$ cat src/rtl/mem_pkg.sv
// Shared encodings for the memory-access stage: access sizes, FSM states
// and the alignment rule used by both the stage and its lane logic.
package mem_pkg;

    typedef enum logic [1:0] {
        SZ_BYTE = 2'b00,
        SZ_HALF = 2'b01,
        SZ_WORD = 2'b10,
        SZ_RSVD = 2'b11
    } msize_e;

    typedef enum logic [1:0] {
        IDLE = 2'b00,
        BUSY = 2'b01,
        DONE = 2'b10
    } state_e;

    function automatic logic is_aligned(input logic [1:0] size, input logic [1:0] lo);
        logic ok;
        case (size)
            SZ_BYTE: ok = 1'b1;
            SZ_HALF: ok = ~lo[0];
            SZ_WORD: ok = (lo == 2'b00);
            default: ok = 1'b0;
        endcase
        return ok;
    endfunction

endpackage

$ cat src/rtl/mem_lane.sv
// Combinational lane steering: store data replication / byte enables, and
// load byte/half extraction with sign or zero extension.
module mem_lane
    import mem_pkg::*;
(
    input  logic [1:0]  msize,
    input  logic        msext,
    input  logic [1:0]  addr_lo,
    input  logic [31:0] st_data,
    input  logic [31:0] ld_word,
    output logic [31:0] wdata,
    output logic [3:0]  be,
    output logic [31:0] ld_data
);

    logic [7:0]  ld_byte;
    logic [15:0] ld_half;

    always_comb begin
        wdata   = st_data;
        be      = 4'b1111;
        ld_data = ld_word;
        ld_byte = ld_word[{addr_lo, 3'b000} +: 8];
        ld_half = ld_word[{addr_lo[1], 4'b0000} +: 16];
        case (msize)
            SZ_BYTE: begin
                wdata   = {4{st_data[7:0]}};
                be      = 4'b0001 << addr_lo;
                ld_data = {{24{msext & ld_byte[7]}}, ld_byte};
            end
            SZ_HALF: begin
                wdata   = {2{st_data[15:0]}};
                be      = 4'b0011 << {addr_lo[1], 1'b0};
                ld_data = {{16{msext & ld_half[15]}}, ld_half};
            end
            default: begin
                wdata   = st_data;
                be      = 4'b1111;
                ld_data = ld_word;
            end
        endcase
    end

endmodule

$ cat src/rtl/pipemem.sv
// MEM stage: issues loads/stores over the req/ack data bus, stalls the
// upstream pipeline while a bus access is outstanding, flags faults.
module pipemem
    import mem_pkg::*;
#(
    parameter int TIMEOUT = 16
) (
    input  logic        clock,
    input  logic        reset,
    input  logic        mwreg,
    input  logic        mm2reg,
    input  logic        mwmem,
    input  logic [1:0]  msize,
    input  logic        msext,
    input  logic [31:0] malu,
    input  logic [31:0] mb,
    output logic        mwreg_out,
    output logic [31:0] mmo,
    output logic        mstall,
    output logic        merr,
    output logic        mberr,
    output logic        dmem_req,
    output logic        dmem_we,
    output logic [31:0] dmem_addr,
    output logic [3:0]  dmem_be,
    output logic [31:0] dmem_wdata,
    input  logic [31:0] dmem_rdata,
    input  logic        dmem_ack,
    output logic [1:0]  dbg_state
);

    localparam logic [7:0] CNT_LAST = 8'(TIMEOUT - 1);

    state_e      state_q;
    logic [7:0]  cnt_q;
    logic [31:0] mdata_q;
    logic        tflag_q;
    logic        req_q, we_q, mberr_q;
    logic [31:0] addr_q, wdata_q;
    logic [3:0]  be_q;

    logic        access, aligned, start, fault_mis, fault;
    logic [31:0] lane_wdata, lane_ld;
    logic [3:0]  lane_be;

    assign access    = mm2reg | mwmem;
    assign aligned   = is_aligned(msize, malu[1:0]);
    assign start     = access & aligned;
    assign fault_mis = access & ~aligned;

    mem_lane u_lane (
        .msize   (msize),
        .msext   (msext),
        .addr_lo (malu[1:0]),
        .st_data (mb),
        .ld_word (mdata_q),
        .wdata   (lane_wdata),
        .be      (lane_be),
        .ld_data (lane_ld)
    );

    // Bus handshake: req rises with every bus field already valid and holds
    // them unchanged until the memory answers with a single-cycle ack; an ack
    // seen while req is low carries no meaning and is dropped.
    always_ff @(posedge clock) begin
        if (reset) begin
            state_q <= IDLE;
            cnt_q   <= 8'd0;
            mdata_q <= 32'd0;
            tflag_q <= 1'b0;
            req_q   <= 1'b0;
            we_q    <= 1'b0;
            addr_q  <= 32'd0;
            be_q    <= 4'd0;
            wdata_q <= 32'd0;
            mberr_q <= 1'b0;
        end else begin
            mberr_q <= 1'b0;
            case (state_q)
                IDLE: begin
                    if (start) begin
                        state_q <= BUSY;
                        cnt_q   <= 8'd0;
                        tflag_q <= 1'b0;
                        req_q   <= 1'b1;
                        we_q    <= mwmem;
                        addr_q  <= {malu[31:2], 2'b00};
                        be_q    <= lane_be;
                        wdata_q <= lane_wdata;
                    end
                end
                BUSY: begin
                    if (dmem_ack || cnt_q == CNT_LAST) begin
                        // Ack beats a timeout landing in the same cycle.
                        state_q <= DONE;
                        mdata_q <= dmem_ack ? dmem_rdata : 32'd0;
                        tflag_q <= ~dmem_ack;
                        mberr_q <= ~dmem_ack;
                        req_q   <= 1'b0;
                        we_q    <= 1'b0;
                        addr_q  <= 32'd0;
                        be_q    <= 4'd0;
                        wdata_q <= 32'd0;
                    end else begin
                        cnt_q <= cnt_q + 8'd1;
                    end
                end
                DONE: begin
                    state_q <= IDLE;
                    tflag_q <= 1'b0;
                end
                default: state_q <= IDLE;
            endcase
        end
    end

    assign fault     = ((state_q == IDLE) & fault_mis) | ((state_q == DONE) & tflag_q);
    assign mstall    = ~reset & (((state_q == IDLE) & start) | (state_q == BUSY));
    assign merr      = ~reset & (state_q == IDLE) & fault_mis;
    assign mwreg_out = ~reset & mwreg & ~mstall & ~fault;
    assign mmo       = (~reset & (state_q == DONE) & mm2reg) ? lane_ld : 32'd0;
    assign mberr     = mberr_q;

    assign dmem_req   = req_q;
    assign dmem_we    = we_q;
    assign dmem_addr  = addr_q;
    assign dmem_be    = be_q;
    assign dmem_wdata = wdata_q;
    assign dbg_state  = state_q;

endmodule

$ cat config.mk
export PLATFORM = sky130hd
export DESIGN_NAME = pipemem
export DESIGN_NICKNAME = d
export VERILOG_FILES = /design/src/rtl/mem_pkg.sv /design/src/rtl/mem_lane.sv /design/src/rtl/pipemem.sv
export SDC_FILE = /design/constraint.sdc
export NUM_CORES = 1
export LEC_CHECK = 0
export CORE_ASPECT_RATIO = 0.6
export CORE_UTILIZATION = 42
export CTS_CLUSTER_SIZE = 16
export DETAILED_ROUTE_END_ITERATION = 8
export PLACE_DENSITY = 0.81
export SETUP_SLACK_MARGIN = 0.02
export SYNTH_ARGS = -nofsm -noshare
export SYNTH_HDL_FRONTEND = slang
export SYNTH_SLANG_ARGS = --single-unit
$ cat constraint.sdc
create_clock -name clock -period 3.8 [get_ports clock]
set_input_delay 1.14 -clock clock [delete_from_list [all_inputs] [get_ports clock]]
set_output_delay 1.14 -clock clock [all_outputs]
set_load 0.005 [all_outputs]
==> results of run 1 <==
==> how the worst max path moves through the flow <==
stage              end  cells past startpoint  slack, ns
2_1_floorplan  mmo[21]                      6       0.14
5_1_grt        mmo[23]                      9     0.0007
3_5_place_dp   mmo[25]                      7      -0.59
4_1_cts         mstall                      7       0.03
6_report       mmo[23]                      8       0.07
3_3_place_gp   mmo[16]                      7      -0.60
==> power groups by stage <==
stage	combinational (uW)	sequential (uW)	clock [uW]
after floorplan	185	1300	0
after global placement	466	1310	0
after detailed placement	477	1310	0
after CTS	492	1280	997
after global routing	525	1290	1040
final	494	1290	972
==> cell families after synthesis <==
family / Yosys count / share of synthesized area
AO/OA/AOI/OAI: 183 / 0.313
XOR/XNOR: 1 / 0.00186
adder cells (fa/ha/maj): 1 / 0.00265
buffers and inverters: 47 / 0.0506
flip-flops: 112 / 0.475
multiplexers: 34 / 0.0769
other: 1 / 0.000795
AND/OR/NAND/NOR: 69 / 0.0790
==> registers in the layout, indices dropped and copies added, names as in the netlist <==
register	cells
tflag_q	1
cnt_q	8
dmem_req	1
mberr	1
dmem_wdata	32
mdata_q	32
dmem_we	1
dmem_addr	30
dbg_state	2
dmem_be	4
==> metrics by stage <==
step | worst slack, ns | setup TNS [ns] | instances
after detailed placement | -0.592 | -18.44 | 795
after CTS | 0.0336 | 0 | 825
after global routing | 0.000698 | 0 | 824
final | 0.0724 | 0 | 824
after global placement | -0.602 | -17.57 | 795
after floorplan | 0.143 | 0 | 449
==> worst register-to-register path, cell delays in order, from the launching register on <==
cell and delay [ns]:
dfxtp_1 0.35, ha_1 0.24, nand3_1 0.27, o21bai_2 0.19, a221oi_4 0.40, buf_12 0.32
a22o_1 0.24
==> layer usage <==
layer  routed length [um]  share of wire  GRT usage  up-vias
li1                     -              -          -     2193
met2                 7260           0.47      0.435      209
met5                    0              0          0        -
met3                 1340          0.087     0.0763       22
met4                  248          0.016     0.0778        0
met1                 6540           0.43      0.342     2268
==> placed cells by master, fill, tap and decap left out, types with 5 or more instances in the layout <==
master,n
a21oi_1,13
o21ai_0,13
a222oi_1,7
dfxtp_1,112
nand2b_1,5
a21o_1,17
mux2i_1,25
a22oi_1,8
o2bb2ai_1,19
a22o_1,80
buf_4,38
dlygate4sd2_1,20
inv_1,6
clkbuf_16,9
buf_6,9
buf_2,14
clkdlybuf4s50_1,170
nand2_1,12
nor2_1,15
mux2_2,7
nand3_1,9
==> area by class of cell <==
cell class                      instances  area share
Inverter                                7     0.00349
Tap cell                              139      0.0231
Clock buffer                            9      0.0299
Timing Repair Buffer                  260       0.322
Clock inverter                          7      0.0105
Sequential cell                       112       0.298
Multi-Input combinational cell        290       0.313
==> repair_timing <==
item                                    in CTS  in global routing
resized for setup                          108                 15
endpoints found under the setup margin      35                 14
pin swaps                                    9                  8
setup buffers                               12                  0
cloned                                       2                  0
==> impl_metrics.env, run 1 <==
export IMPL_min_path_type="register to register"
export IMPL_syn_cell_area_sq_mm=0.00472
export IMPL_fp_dieW_um=139
export IMPL_critPathBufInv=6
export IMPL_finalNetCount=786
export IMPL_routed_wirelength_mm=15.4
export IMPL_slowest_stage="clkdlybuf4s50_1"
export IMPL_drv_slew=0
export IMPL_first_pass_iters=9
export IMPL_cts_buffer_depth=2
export IMPL_via_per_inst=5.69
export IMPL_post_route_min_period_ns=3.73
export IMPL_wl_per_cell_um=18.7
export IMPL_p_comb_frac=0.180
export IMPL_pwr_share_seq=0.467
export IMPL_final_area_sq_mm=0.00753
export IMPL_grt_usage=0.266
export IMPL_ys_seq_area_frac=0.475
export IMPL_outcome="finished, violations left"
export IMPL_fillCellCount=795
export IMPL_placementRows=29
export IMPL_fin_crit_sh=0.981
export IMPL_dieArea_sq_mm=0.0117
export IMPL_crit_type="input port to primary output"
export IMPL_endpoint_kind="primary output"
export IMPL_io_buffers=210
export IMPL_clockPowerShare=0.353
export IMPL_slew_headroom=0.595
export IMPL_power_uw=2750
export IMPL_worst_slew_pin_transition_ns=0.606
export IMPL_timing_rr_start="cnt_q[0]"
export IMPL_critPathRequiredTime_ns=2.66
export IMPL_ant_nets=0
export IMPL_overflow=0
export IMPL_p_int_uw=2050
export IMPL_finalClockSkew_ns=0.00506
export IMPL_p_sw_uw=699
export IMPL_yosysUniqueCellTypes=54
export IMPL_synth_area_leader_cell="dfxtp_1"
export IMPL_whs_ns=0.454
export IMPL_yosys_cell_count_top_type="dfxtp_1"
export IMPL_whs_endpoint="dmem_req"
export IMPL_ys_top_cells_by_count="dfxtp_1 (112), a22o_1 (80), mux2i_1 (25)"
export IMPL_hpwl_mm=10.8
export IMPL_avgSynthCellArea_sq_um=10.5
export IMPL_ios=213
export IMPL_ff_latch_area_sq_mm=0.00224
export IMPL_critPathTopFamily="buffers and inverters"
export IMPL_ctsHtreeMaxLevel=3
export IMPL_path_cells="clkdlybuf4s50_1 -> inv_1 -> a2111oi_4 -> buf_4 -> buf_6 -> buf_4 -> a21o_1 -> buf_2"
export IMPL_critPathLaunchType="input port"
export IMPL_syn_to_final_growth_pct=59.6
export IMPL_setup_violations_final=0
export IMPL_initial_core_util=0.439
export IMPL_reg2reg_slack_ns=1.74
export IMPL_cts_made_buffers=9
export IMPL_hold_viol=0
export IMPL_cp_max_fo=4
export IMPL_arrival_ns=2.59
export IMPL_r2r_end="dmem_addr[14]"
export IMPL_ctsHoldBuffers=0
export IMPL_max_stage_delay_ns=0.48
export IMPL_p_per_area_mw_per_mm2=365
export IMPL_crit_start="msext"
export IMPL_drc=16
export IMPL_ys_warnings_count=0
export IMPL_synthCells=448
export IMPL_cts_sinks=112
export IMPL_synth_top_area_share=0.475
export IMPL_insertion_delay_ns=0.35
export IMPL_cpMostUsedCell="buf_4"
export IMPL_diodes=0
export IMPL_async_flop_share=0
export IMPL_power_leakage_uw=0.00313
export IMPL_drive_gt1_frac=0.171
export IMPL_multiInputGateArea_sq_mm=0.00236
export IMPL_final_util=0.701
export IMPL_rr_worst_depth=6
export IMPL_synth_edff_count=0
export IMPL_min_path_cells=1
export IMPL_violations="DRC"
export IMPL_worstHoldStart="dmem_req"
export IMPL_antenna_found_initial=0
export IMPL_swShare=0.254
export IMPL_grt_pass1_vias=4651
export IMPL_initialDrtViolationCount=364
export IMPL_cts_tree="yes"
export IMPL_coreArea_sq_mm=0.0107
export IMPL_grt_first_pass_wirelength_mm=24.8
export IMPL_grt_setup_unrepaired="true"
export IMPL_die_h_um=84.1
export IMPL_peakVddDrop_mv=0.231
export IMPL_synth_ff_type="dfxtp_1"
export IMPL_synth_area_top_cells="dfxtp_1 (48%), a22o_1 (15%), mux2i_1 (5.3%), o2bb2ai_1 (3.5%), a21o_1 (2.7%)"
export IMPL_fmax_mhz=268
export IMPL_grt_max_degree=65
export IMPL_cap_violations=0
export IMPL_ys_ff_latch=112
export IMPL_globalplace_congestion=0.873
export IMPL_dpl_cell_area_sq_mm=0.00712
export IMPL_root_buffer="clkbuf_16"
export IMPL_vias=4692
export IMPL_clk_pin_slew_ns=0.07
Note: power is estimated with default switching activity, not from simulation.
==> inputs of run 2 (changes only) <==
--- a/config.mk
+++ b/config.mk
@@ -6,11 +6,12 @@
 export NUM_CORES = 1
 export LEC_CHECK = 0
 export CORE_ASPECT_RATIO = 0.6
-export CORE_UTILIZATION = 42
+export CORE_UTILIZATION = 43
 export CTS_CLUSTER_SIZE = 16
 export DETAILED_ROUTE_END_ITERATION = 8
-export PLACE_DENSITY = 0.81
+export PLACE_DENSITY = 0.8
 export SETUP_SLACK_MARGIN = 0.02
 export SYNTH_ARGS = -nofsm -noshare
 export SYNTH_HDL_FRONTEND = slang
+export SYNTH_HIERARCHICAL = 1
 export SYNTH_SLANG_ARGS = --single-unit
==> run 2 against run 1 <==
Against the previous run: the run now ends clean; critical path type unchanged; highest routed layer unchanged; worst hold slack gained 0.010 ns; sequential power about the same; register-to-register slack lost 0.15 ns; core utilization grew 0.24 points; clock skew increased by 0.0021 ns; non-clock buffer count rose by 10; via count grew 9.4%; area after synthesis is 9.2% higher; clock power is 0.8% higher.
==> impl_metrics.env, run 2 <==
export IMPL_outcome="completed"
export IMPL_finalClockSkew_ns=0.00714
export IMPL_cts_sinks=112
export IMPL_initialDrtViolationCount=442
export IMPL_min_path_cells=1
export IMPL_overflow=0
export IMPL_grt_pass1_vias=4855
export IMPL_endpoint_kind="primary output"
export IMPL_whs_endpoint="dmem_req"
export IMPL_ys_top_cells_by_count="dfxtp_1 (112), a22o_1 (99), and2_1 (34)"
export IMPL_critPathRequiredTime_ns=2.66
export IMPL_drc=0
export IMPL_antenna_found_initial=0
export IMPL_cts_tree="yes"
export IMPL_diodes=0
export IMPL_synth_area_top_cells="dfxtp_1 (43%), a22o_1 (17%), and2_1 (4.1%), mux2i_1 (3.3%), mux2_4 (2.3%)"
export IMPL_placementRows=30
export IMPL_fp_dieW_um=143
export IMPL_layout_setup_ws_ns=0.0335
export IMPL_coreArea_sq_mm=0.0115
export IMPL_rr_worst_depth=6
export IMPL_syn_to_final_growth_pct=56.8
export IMPL_post_route_min_period_ns=3.77
export IMPL_dieArea_sq_mm=0.0124
export IMPL_ctsHtreeMaxLevel=3
export IMPL_fin_crit_sh=0.991
export IMPL_ys_warnings_count=6
export IMPL_first_pass_iters=6
export IMPL_yosysUniqueCellTypes=51
export IMPL_yosys_cell_count_top_type="dfxtp_1"
export IMPL_cpMostUsedCell="buf_4"
export IMPL_critPathLaunchType="input port"
export IMPL_power_leakage_uw=0.00346
export IMPL_peakVddDrop_mv=0.218
export IMPL_drive_gt1_frac=0.177
export IMPL_hpwl_mm=12.4
export IMPL_initial_core_util=0.449
export IMPL_drv_slew=0
export IMPL_fmax_mhz=265
export IMPL_crit_type="input port to primary output"
export IMPL_routed_wirelength_mm=17.8
export IMPL_finalNetCount=840
export IMPL_syn_cell_area_sq_mm=0.00515
export IMPL_async_flop_share=0
export IMPL_cp_max_fo=8
export IMPL_worst_slew_pin_transition_ns=1.21
export IMPL_pre_cts_slack_ns=-0.606
export IMPL_layout_common_cells="clkdlybuf4s50_1 (169), dfxtp_1 (112), a22o_1 (99)"
export IMPL_swShare=0.248
export IMPL_pwr_share_seq=0.451
export IMPL_grt_first_pass_wirelength_mm=26.8
export IMPL_cts_buffer_depth=2
export IMPL_cts_made_buffers=9
export IMPL_setup_violations_final=0
export IMPL_grt_usage=0.283
export IMPL_hold_viol=0
export IMPL_slowest_stage="mux2_4"
export IMPL_reg2reg_slack_ns=1.59
export IMPL_ys_seq_area_frac=0.435
export IMPL_via_per_inst=5.73
export IMPL_ios=213
export IMPL_min_path_type="register to register"
export IMPL_cap_violations=0
export IMPL_grt_setup_unrepaired="true"
export IMPL_synth_area_leader_cell="dfxtp_1"
export IMPL_insertion_delay_ns=0.34
export IMPL_synth_edff_count=0
export IMPL_r2r_end="dmem_addr[12]"
export IMPL_clockPowerShare=0.335
export IMPL_avgSynthCellArea_sq_um=10.1
export IMPL_worstHoldStart="dmem_req"
export IMPL_synth_top_area_share=0.435
export IMPL_slew_headroom=0.193
export IMPL_grt_max_degree=39
export IMPL_root_buffer="clkbuf_16"
export IMPL_power_uw=2920
export IMPL_p_int_uw=2200
export IMPL_io_buffers=210
export IMPL_p_comb_frac=0.214
export IMPL_arrival_ns=2.63
export IMPL_vias=5132
export IMPL_p_per_area_mw_per_mm2=362
export IMPL_p_sw_uw=725
export IMPL_layout_commonest_cell="clkdlybuf4s50_1"
export IMPL_clk_pin_slew_ns=0.07
export IMPL_synthCells=508
export IMPL_ant_nets=0
export IMPL_fillCellCount=839
export IMPL_synth_ff_type="dfxtp_1"
export IMPL_timing_rr_start="dbg_state[0]"
export IMPL_max_stage_delay_ns=0.31
export IMPL_wl_per_cell_um=19.9
export IMPL_die_h_um=86.8
export IMPL_ys_ff_latch=112
export IMPL_path_cells="buf_4 -> mux2_4 -> a31oi_4 -> buf_12 -> buf_4 -> o22ai_1 -> and2_1 -> dlygate4sd2_1"
export IMPL_globalplace_congestion=0.968
==> run 2: changes by cell type after synthesis, moves of 8 or more <==
cell / change
a21o_1: -16
a21oi_1: -10
nor2b_1: +16
o22ai_1: +17
mux2i_1: -8
mux2_4: +8
o221ai_1: +8
a22o_1: +19
o2bb2ai_1: -19
and2_1: +33
==> run 2: final cells by class <==
class                      count  area, sq um  area share
clock buffer                   9          225      0.0279
sequential                   112         2240       0.277
multi-input combinational    337         2690       0.333
tap                          160          200      0.0248
inverter                       4         15.0     0.00186
clock inverter                 4         72.6     0.00898
timing repair buffer         270         2640       0.326
==> run 2: repair_timing <==
item / in CTS / in global routing
setup buffers: 16 / 5
cloned: 4 / 1
gates resized for setup: 97 / 18
hold buffers: 0 / 0
endpoints found under the setup margin: 35 / 26
pin swaps: 10 / 7
==> run 2: through the flow <==
stage	hold slack, ns	area, sq um	std cells	setup TNS (ns)	util
floorplan	0.451	5160	509	0	-
CTS	0.462	8000	891	-0.00927	0.697
global route	0.485	8080	896	0	0.704
finish	0.464	8080	896	0	0.704
detailed placement	0.444	7500	859	-17.01	0.653
global placement	0.434	7500	859	-15.96	0.653
==> run 2: worst max-delay path by stage <==
stage | startpoint | endpoint | slack [ns] | cells past startpoint
2_1_floorplan | malu[0] | mmo[7] | 0.49 | 5
3_3_place_gp | malu[0] | mmo[7] | -0.53 | 6
3_5_place_dp | malu[1] | mmo[3] | -0.61 | 7
4_1_cts | msize[0] | mmo[7] | -0.009 | 10
5_1_grt | malu[1] | mmo[30] | 0.002 | 8
6_report | malu[1] | mmo[30] | 0.03 | 8
==> run 2: power by group through the flow <==
stage	clock network, uW	logic [uW]	registers (uW)
2_1_floorplan	0	252	1330
3_3_place_gp	0	571	1340
3_5_place_dp	0	583	1340
4_1_cts	998	611	1310
5_1_grt	1040	665	1320
6_report	980	625	1320
==> run 2: cell families after synthesis <==
group                      after synthesis  share of synthesized area
AOI/OAI and AO/OA                      175                      0.277
and+or+nand+nor                        117                      0.128
DFF                                    112                      0.435
buffers and inverters                   61                     0.0670
muxes                                   35                     0.0803
xor gates and xnor gates                 6                     0.0102
adders and majority gates                1                    0.00243
other                                    1                   0.000727
==> run 2: layer usage <==
metal,up-vias,GRT usage,routed length [um]
met2,315,0.415,7360
met1,2447,0.409,8340
met5,-,0,0
met3,20,0.0851,1930
li1,2350,-,-
met4,0,0.0580,185
==> run 2: critical path, delay by kind of cell <==
kind,cells,cell delay (ns)
buffers and inverters,4,0.67
AO/OA/AOI/OAI,2,0.36
multiplexers,1,0.31
AND/OR/NAND/NOR,1,0.14
==> inputs of run 3 (changes only) <==
--- a/config.mk
+++ b/config.mk
@@ -6,10 +6,11 @@
 export NUM_CORES = 1
 export LEC_CHECK = 0
 export CORE_ASPECT_RATIO = 0.6
-export CORE_UTILIZATION = 43
+export CORE_UTILIZATION = 47
+export CTS_CLUSTER_DIAMETER = 80
 export CTS_CLUSTER_SIZE = 16
 export DETAILED_ROUTE_END_ITERATION = 8
-export PLACE_DENSITY = 0.8
+export PLACE_DENSITY = 0.87
 export SETUP_SLACK_MARGIN = 0.02
 export SYNTH_ARGS = -nofsm -noshare
 export SYNTH_HDL_FRONTEND = slang
==> constraint.sdc (replaced) <==
create_clock -name clock -period 4.4 [get_ports clock]
set_input_delay 0.88 -clock clock [delete_from_list [all_inputs] [get_ports clock]]
set_output_delay 0.88 -clock clock [all_outputs]
set_load 0.005 [all_outputs]
==> run 3 against run 2 <==
Against the previous run: sequential power shrank 14%; routed wire length is 11% lower; global-route usage down 0.61 points; non-clock buffer count decreased by 49; flip-flop and latch count stayed put; worst setup slack better by 0.11 ns; critical path depth decreased by 1; clock skew up 0.00091 ns; total power fell by 19%; critical endpoint is now mmo[15].
==> impl_metrics.env, run 3 (same netlist as run 2, synthesis figures left out) <==
export IMPL_cts_made_buffers=9
export IMPL_critPathRequiredTime_ns=3.52
export IMPL_peakVddDrop_mv=0.234
export IMPL_grt_usage=0.277
export IMPL_finalSetupTns_ns=0
export IMPL_cts_tree="yes"
export IMPL_fmax_mhz=235
export IMPL_layout_common_cells="clkdlybuf4s50_1 (209), dfxtp_1 (112), a22o_1 (99)"
export IMPL_layout_setup_ws_ns=0.148
export IMPL_grt_max_degree=66
export IMPL_pre_cts_slack_ns=0.208
export IMPL_initial_core_util=0.485
export IMPL_io_buffers=210
export IMPL_wl_per_cell_um=19.2
export IMPL_min_path_type="register to register"
export IMPL_ctsHtreeMaxLevel=3
export IMPL_vias=4766
export IMPL_hold_viol=0
export IMPL_grt_first_pass_wirelength_mm=24.3
export IMPL_cts_sinks=112
export IMPL_coreArea_sq_mm=0.0106
export IMPL_layout_commonest_cell="clkdlybuf4s50_1"
export IMPL_clk_pin_slew_ns=0.07
export IMPL_slew_headroom=0.203
export IMPL_p_per_area_mw_per_mm2=317
export IMPL_cts_buffer_depth=2
export IMPL_die_h_um=83.1
export IMPL_overflow=0
export IMPL_syn_to_final_growth_pct=45.7
export IMPL_drive_gt1_frac=0.0755
export IMPL_cpMostUsedCell="clkdlybuf4s50_1"
export IMPL_dieArea_sq_mm=0.0114
export IMPL_ant_nets=0
export IMPL_arrival_ns=3.37
export IMPL_diodes=0
export IMPL_grt_setup_unrepaired="false"
export IMPL_cp_max_fo=10
export IMPL_placementRows=29
export IMPL_hpwl_mm=11.9
export IMPL_power_leakage_uw=0.00288
export IMPL_power_uw=2380
export IMPL_crit_type="input port to primary output"
export IMPL_post_route_min_period_ns=4.25
export IMPL_cts_setup_buffers=0
export IMPL_fp_dieW_um=137
export IMPL_worst_slew_pin_transition_ns=1.20
export IMPL_fin_crit_sh=0.966
export IMPL_final_area_sq_mm=0.00751
export IMPL_dpl_cell_area_sq_mm=0.00724
export IMPL_slowest_stage="clkdlybuf4s50_1"
export IMPL_finalNetCount=790
export IMPL_setup_violations_final=0
export IMPL_first_pass_iters=5
export IMPL_finalClockSkew_ns=0.00805
export IMPL_outcome="completed"
export IMPL_cts_repair_resized=0
export IMPL_drc=0
export IMPL_via_per_inst=5.76
export IMPL_critPathBufInv=3
export IMPL_ios=213
export IMPL_cap_violations=0
export IMPL_dpl_cell_count=812
export IMPL_grt_pass1_vias=4475
export IMPL_initialDrtViolationCount=433
export IMPL_final_cell_count_no_fill=828
export IMPL_endpoint_kind="primary output"
export IMPL_antenna_found_initial=0
export IMPL_insertion_delay_ns=0.34
export IMPL_critPathLaunchType="input port"
export IMPL_ctsHoldBuffers=0
export IMPL_drv_slew=0
export IMPL_path_cells="clkdlybuf4s50_1 -> buf_4 -> nor2b_1 -> a22oi_1 -> o221ai_1 -> and2_1 -> clkdlybuf4s50_1"
export IMPL_critPathTopFamily="buffers and inverters"
export IMPL_root_buffer="clkbuf_16"
export IMPL_routed_wirelength_mm=15.9
export IMPL_max_stage_delay_ns=0.64
export IMPL_globalplace_congestion=0.915
==> run 3: cell types whose count changed in the layout (fill, tap and decap cells not counted), sizes merged, moves of 2 or more <==
cell,before,now
clkdlybuf4s50,169,209
bufinv,2,0
dlygate4sd2,19,0
buf,69,12
dlymetal6s2s,9,0
inv,4,6
==> run 3: per-stage QoR <==
step / hold WS [ns] / utilization
6_report: 0.454 / 0.706
5_1_grt: 0.490 / 0.706
4_1_cts: 0.457 / 0.706
3_5_place_dp: 0.440 / 0.681
3_3_place_gp: 0.436 / 0.681
2_1_floorplan: 0.451 / -
==> run 3: layout make-up <==
class | instances | area, sq um
Tap cell | 139 | 174
Fill cell | 786 | 3120
Timing Repair Buffer | 221 | 2220
Inverter | 4 | 15.0
Sequential cell | 112 | 2240
Clock inverter | 5 | 38.8
Multi-Input combinational cell | 336 | 2590
Clock buffer | 11 | 233
==> run 3: metal layers <==
layer | wire length [um] | GRT usage | vias to the layer above
li1 | - | - | 2252
met1 | 7460 | 0.402 | 2274
met2 | 6620 | 0.390 | 219
met3 | 1550 | 0.0879 | 21
met4 | 232 | 0.0759 | 0
met5 | 0 | 0 | -
==> run 3: worst paths after layout <==
kind	from	endpoint	slack, ns	cells after the start
worst max-delay path	malu[1]	mmo[15]	0.15	7
worst min-delay path	dmem_req	dmem_req	0.45	1
worst max register to register	cnt_q[6]	mdata_q[11]	1.85	4
worst min register to register	dmem_req	dmem_req	0.45	1
==> run 3: where the power goes <==
group | internal, uW | switching (uW) | total (uW)
clock | 390 | 374 | 764
sequential | 1080 | 51.4 | 1140
combinational | 288 | 194 | 482
total | 1760 | 620 | 2380
==> run 3: worst register-to-register path, cell delays in order, from the launching register on <==
cell and delay [ns]:
dfxtp_1 0.34, or4_1 0.66, o21ai_2 0.24, nand2_1 0.70, a22o_1 0.50
